--- config.mk ---
export PLATFORM = sky130hd
export DESIGN_NAME = mealy_fsm_decoder_flat
export DESIGN_NICKNAME = d
export VERILOG_FILES = /design/src/rtl/mealy_fsm_decoder_if.sv /design/src/rtl/mealy_fsm_decoder.sv /design/src/flat_wrapper.sv
export SDC_FILE = /design/constraint.sdc
export NUM_CORES = 1
export LEC_CHECK = 0
export CAP_MARGIN = 20
export CORE_ASPECT_RATIO = 1.1
export CORE_UTILIZATION = 56
export DETAILED_ROUTE_END_ITERATION = 10
export HOLD_SLACK_MARGIN = 0.08
export PLACE_DENSITY = 0.83
export SLEW_MARGIN = 25
export SYNTH_ARGS = -nofsm -noshare
export SYNTH_HDL_FRONTEND = slang
export SYNTH_SLANG_ARGS = --single-unit
--- constraint.sdc ---
create_clock -name clk -period 5.2 [get_ports clk]
set_clock_uncertainty 0.1 [all_clocks]
set_input_delay 0.52 -clock clk [delete_from_list [all_inputs] [get_ports clk]]
set_output_delay 0.52 -clock clk [all_outputs]
set_load 0.03 [all_outputs]
--- src/rtl/mealy_fsm_decoder_if.sv ---
// Coded-bit input channel and recovered-word output channel of the Mealy line decoder.
interface mealy_fsm_decoder_if #(
    parameter int WIDTH = 8
);
    logic             in_valid;
    logic             in_ready;
    logic             z_in;
    logic             sync;
    logic             out_valid;
    logic             out_ready;
    logic [WIDTH-1:0] out_data;

    modport master (
        output in_valid, z_in, sync, out_ready,
        input  in_ready, out_valid, out_data
    );

    modport slave (
        input  in_valid, z_in, sync, out_ready,
        output in_ready, out_valid, out_data
    );
endinterface

--- src/rtl/mealy_fsm_decoder.sv ---
// Tracks the 3-state Mealy encoder in lockstep, recovers x from each coded bit z and
// packs recovered bits LSB-first into WIDTH-bit words held in a single output register.
module mealy_fsm_decoder #(
    parameter int WIDTH = 8
) (
    input  logic                 clk,
    input  logic                 rst,
    mealy_fsm_decoder_if.slave   bus,
    output logic [1:0]           state_dbg
);
    localparam logic [1:0] ST_A = 2'b00;
    localparam logic [1:0] ST_B = 2'b01;
    localparam logic [1:0] ST_C = 2'b10;
    localparam int         CW   = (WIDTH > 1) ? $clog2(WIDTH) : 1;
    localparam logic [CW-1:0] LAST = CW'(WIDTH - 1);

    logic [1:0]       state_q, state_d;
    logic [CW-1:0]    bit_cnt_q;
    logic [WIDTH-1:0] shift_q;
    logic [WIDTH-1:0] word_d;
    logic             out_valid_q;
    logic [WIDTH-1:0] out_data_q;
    logic             x_d;
    logic             last_d;
    logic             in_rdy_d;
    logic             accept_d;

    always_comb begin
        x_d     = (state_q == ST_C) ? ~bus.z_in : bus.z_in;
        state_d = ST_A;
        case (state_q)
            ST_A:    state_d = x_d ? ST_B : ST_A;
            ST_B:    state_d = x_d ? ST_A : ST_C;
            ST_C:    state_d = x_d ? ST_C : ST_B;
            default: state_d = ST_A;
        endcase
        last_d   = (bit_cnt_q == LAST);
        // Only the completing bit can stall: it needs the holding register free.
        in_rdy_d = !bus.sync && !(last_d && out_valid_q && !bus.out_ready);
        accept_d = bus.in_valid && in_rdy_d;
        word_d   = shift_q;
        word_d[bit_cnt_q] = x_d;
    end

    always_ff @(posedge clk or posedge rst) begin
        if (rst) begin
            state_q     <= ST_A;
            bit_cnt_q   <= '0;
            shift_q     <= '0;
            out_valid_q <= 1'b0;
            out_data_q  <= '0;
        end else begin
            if (bus.sync) begin
                state_q   <= ST_A;
                bit_cnt_q <= '0;
                shift_q   <= '0;
            end else if (accept_d) begin
                state_q <= state_d;
                if (last_d) begin
                    bit_cnt_q <= '0;
                    shift_q   <= '0;
                end else begin
                    bit_cnt_q <= bit_cnt_q + CW'(1);
                    shift_q   <= word_d;
                end
            end

            if (accept_d && last_d) begin
                out_valid_q <= 1'b1;
                out_data_q  <= word_d;
            end else if (bus.out_ready) begin
                out_valid_q <= 1'b0;
            end
        end
    end

    assign bus.in_ready  = in_rdy_d;
    assign bus.out_valid = out_valid_q;
    assign bus.out_data  = out_data_q;
    assign state_dbg     = state_q;
endmodule

--- src/flat_wrapper.sv ---
// flat-port wrapper written by rule: the top's interface ports become plain ports
module mealy_fsm_decoder_flat 
#(
    parameter int WIDTH = 8
)
  (clk, rst, state_dbg, bus_in_valid, bus_z_in, bus_sync, bus_out_ready, bus_in_ready, bus_out_valid, bus_out_data);
  mealy_fsm_decoder_if #(.WIDTH(WIDTH)) bus_i ();
  input  logic clk;
  input  logic rst;
  output logic [1:0] state_dbg;
  input wire logic [$bits(bus_i.in_valid)-1:0] bus_in_valid;
  input wire logic [$bits(bus_i.z_in)-1:0] bus_z_in;
  input wire logic [$bits(bus_i.sync)-1:0] bus_sync;
  input wire logic [$bits(bus_i.out_ready)-1:0] bus_out_ready;
  output wire logic [$bits(bus_i.in_ready)-1:0] bus_in_ready;
  output wire logic [$bits(bus_i.out_valid)-1:0] bus_out_valid;
  output wire logic [$bits(bus_i.out_data)-1:0] bus_out_data;
  assign bus_i.in_valid = bus_in_valid;
  assign bus_i.z_in = bus_z_in;
  assign bus_i.sync = bus_sync;
  assign bus_i.out_ready = bus_out_ready;
  assign bus_in_ready = bus_i.in_ready;
  assign bus_out_valid = bus_i.out_valid;
  assign bus_out_data = bus_i.out_data;
  mealy_fsm_decoder #(.WIDTH(WIDTH)) u_core (.clk(clk), .rst(rst), .bus(bus_i), .state_dbg(state_dbg));
endmodule
After elaboration in Yosys (flattened, before gate mapping)
Index checks and enable logic that the tools add are counted.

Add/subtract/negate cells: 1. Magnitude comparators: 2. Eq/ne operators: 3. Multiplexer cells: 18. Bitwise logic cells: 1. Reductions and logical operators: 12.

Operators with widths (number): $mux 8 (3); $mux 3 (3); $bwmux 8 (1); $mux 2 (4); $logic_and 1x1->1 (6); $pmux 2 s3 (1); $mux 1 (5); $lt 3x4->1 const B (1); $reduce_bool 2->1 (2); $add 3x1->3 const B (1); $demux 1 s3 (1); $eq 3x3->1 const B (1); $ge 3x1->1 const B (1); $logic_not 1->1 (3); $eq 2x1->1 const B (1); $eq 2x2->1 const B (1); $logic_not 2->1 (1); $not 1->1 (1).

Flip-flop bits (word level): 22. Output and inout bits: 12.

Longest topological paths before layout
Depth after elaboration: 8. Mapped depth: 7. Gate-level depth less buffers: 6.

Least setup slack after synthesis
Ideal clock, no wire load.

Path kind: reg-to-output. From: register u_core.bit_cnt_q[0]. To: output port bus_in_ready. Arrival time: 1.424 ns. Data required time: 4.580 ns. Setup slack: 3.156 ns. Cell stages (with the launch flop): 5. Path buffers: 0. Path through: dfrtp_1 -> ha_1 -> ha_1 -> nand3b_1 -> nor2b_1.

Cells in the longest elaborated chain, start to end: 5.

RTL lines: start: declaration (line mealy_fsm_decoder.sv:18) `logic [CW-1:0] bit_cnt_q;`; start signal: assignment (line mealy_fsm_decoder.sv:63) `bit_cnt_q <= bit_cnt_q + CW'(1);`; $eq 3x3->1 (line mealy_fsm_decoder.sv:37) `last_d = (bit_cnt_q == LAST);`; $logic_and 1x1->1 (2 in a row) (line mealy_fsm_decoder.sv:39) `in_rdy_d = !bus.sync && !(last_d && out_valid_q && !bus.out_ready);`; $logic_not 1->1 (line mealy_fsm_decoder.sv:39); $logic_and 1x1->1 (line mealy_fsm_decoder.sv:39); end: declaration (line flat_wrapper.sv:15) `output wire logic [$bits(bus_i.in_ready)-1:0] bus_in_ready;`.

Every way passes these cells.

Final worst setup path
From: register u_core.bit_cnt_q[1]. To: output port bus_in_ready.

Same word-level chain as after synthesis.

==> flow_summary.toml <==
[outcome]
status = "completed"

[setup_path]
worst_ep_required_time_ps = 4580
timing.rr.end = "u_core.shift_q[0]"
cp-start-kind = "flop"
rrSetupSlack_ps = 2920
critPathArrivalTime_ps = 2340
worstRegToRegCells = 6
setup.worst_path.end_class = "output pin"
rr_startpoint = "u_core.bit_cnt_q[1]"
crit_fanout = 12
path_class = "flop to output pin"

[synthesis]
synthAdderAreaFrac_pct = 2.19
synth_top_family_by_area = "simple AND/OR/NAND/NOR gates"
synth-xor-area-share_pct = 2.41
yosysTopAreaCell = "dfrtp_1"
synth_mux_area_share_pct = 7.01
ys_types = 27
synthesis.nets = 126
yosysWarnings = 0
synth_common_cells = "o21ai_0, dfrtp_1, nand2_1"
ys_async_sr_fraction_pct = 100
synth_top_cell_area_share_pct = 48.2
synth-seq-cells = 22
synth-simple-area-share_pct = 21.6
synth.most_common_cell = "o21ai_0"
ys.flop_type = "dfrtp_1"
synth_compound_area_share_pct = 14.6
synth-edff-count = 0
syn-cell-area_um2 = 1140
postSynthAreaPerCell_um2 = 9.68
synth-seq-area-share_pct = 48.2
synth_area_leaders = "dfrtp_1, o21ai_0, mux2i_1"
synthCells = 118

[cts]
cts_setup_buffers = 0
htreeDepth = 1
clk_path_buf_depth = 2
clk_latency_ps = 300
cts_tree = "built"
clock-sinks = 22
ctsHoldBuffers = 0
cts_root_buf = "clkbuf_4"
numCtsBuffers = 3
path_clk_slew_ps = 110
cts_resized = 0

[floorplanning]
die_y_um = 49.4
dieArea_um2 = 2220
ioPinCount = 18
core_area_um2 = 1840
std_cell_rows = 16
start_util_pct = 62.0
die_w_um = 45.1

[final_layout]
area_growth_pct = 19.4
drive_above_1_share_pct = 5.26
diodes = 0
stdcell_area_um2 = 1360
fin_nets = 142

[sta]
fin_crit_sh_pct = 57.0
slew_headroom_pct = 46.7
fin_setup_tns_ps = 0
worst_pin_slew_ps = 798
finalWorstSetupSlack_ps = 2240
setup_viol = 0
maxSlewViolCount = 0
max_freq_mhz = 338
hold_violations = 0
rsz0062_at_grt = "false"
period_minus_slack_ps = 2960
whs_ps = 394

[placement]
pre_cts_ws_ps = 2530
place_hpwl_mm = 1.36
gp_congestion = 0.803
port_buffers = 17
postPlaceCellArea_um2 = 1310

[grt]
grt_max_degree = 23
grt_antenna_before_repair = 0
overflow = 0
grt_pass1_vias = 734
grt_pass1_wl_mm = 3.23
grt_usage_pct = 19.7

[hold_path]
holdPathEnd = "u_core.bus.out_data[5]"
min_from = "u_core.bus.out_data[5]"
holdPathStages = 2
hold_path_class = "flop to flop"

[detailed_routing]
wl_per_cell_um = 12.0
ant_nets = 0
dr.pass1.iters = 4
routed_via_density = 5.30
first_iter_violations = 23
drc_errors = 0
vias = 848
wirelength_mm = 1.93

[pwr]
peakVddDrop_mv = 0.284
p_leak_nw = 0.618
power_density_nw_per_um2 = 250

[run]
maxCapViolations = 0
## final cells by class
cell class                 count  area (um^2)
inverter                       3         11.3
clock buffer                   3         22.5
fill                         136          478
multi-input combinational     87          546
sequential                    22          551
timing repair buffer          17          170
tap                           27         33.8
clock inverter                 1         30.0
## registers in the layout (all words and copies together), names as in the netlist
signal / count
u_core.bit_cnt_q: 3
u_core.bus.out_data: 8
u_core.bus.out_valid: 1
u_core.shift_q: 8
u_core.state_dbg: 2
## cell usage in the layout (no fill, tap or decap), types with 3 or more instances in the layout
cell / n
mux2i_1: 8
clkbuf_4: 3
nand3b_1: 4
nand2_1: 16
nand3_1: 3
clkdlybuf4s50_1: 17
dfrtp_1: 22
inv_1: 3
a21oi_1: 6
nor2_1: 7
o21ai_0: 23
## per-stage QoR
| step | power (W) | cells | util (%) |
|---|---|---|---|
| 4_1_cts | 0.000344 | 160 | 74.0 |
| 5_1_grt | 0.000357 | 160 | 74.0 |
| 3_3_place_gp | 0.000217 | 156 | 71.2 |
| 2_1_floorplan | 0.000207 | 118 | - |
| 3_5_place_dp | 0.000217 | 156 | 71.2 |
| 6_report | 0.000341 | 160 | 74.0 |
## worst max-delay path by stage
| stage | slack, ps | cells past startpoint | start | to |
|---|---|---|---|---|
| 2_1_floorplan | 3160 | 4 | u_core.bit_cnt_q[0] | bus_in_ready |
| 3_3_place_gp | 2550 | 4 | bus_out_ready | bus_in_ready |
| 3_5_place_dp | 2530 | 4 | bus_out_ready | bus_in_ready |
| 4_1_cts | 2240 | 5 | u_core.bit_cnt_q[0] | bus_in_ready |
| 5_1_grt | 2090 | 5 | u_core.bit_cnt_q[0] | bus_in_ready |
| 6_report | 2240 | 5 | u_core.bit_cnt_q[1] | bus_in_ready |
## per-layer routing
| metal | share of wire (%) | vias to the layer above | global-route usage [%] |
|---|---|---|---|
| met3 | 2.9 | 4 | 3.33 |
| met5 | 0 | - | 0 |
| met1 | 49 | 390 | 29.1 |
| li1 | - | 437 | - |
| met4 | 1.5 | 0 | 7.58 |
| met2 | 46 | 17 | 28.5 |
## power breakdown
group	internal, W	switching [W]
Combinational	0.0000152	0.0000198
Sequential	0.000174	0.00000490
Clock	0.0000779	0.0000494
Total	0.000267	0.0000741
## cell families after synthesis
kind of cell,after synthesis
fa+ha+maj,2
xor+xnor,1
mux,8
simple gates,45
compound gates,31
flops,22
buf+inv,9
## worst max-delay path, stage by stage, from the launching register on
cell             delay, ps
dfrtp_1                520
ha_1                   240
ha_1                   200
nand3b_1               220
nor2b_1                180
clkdlybuf4s50_1        680
Power figures use the tool's default switching activity.
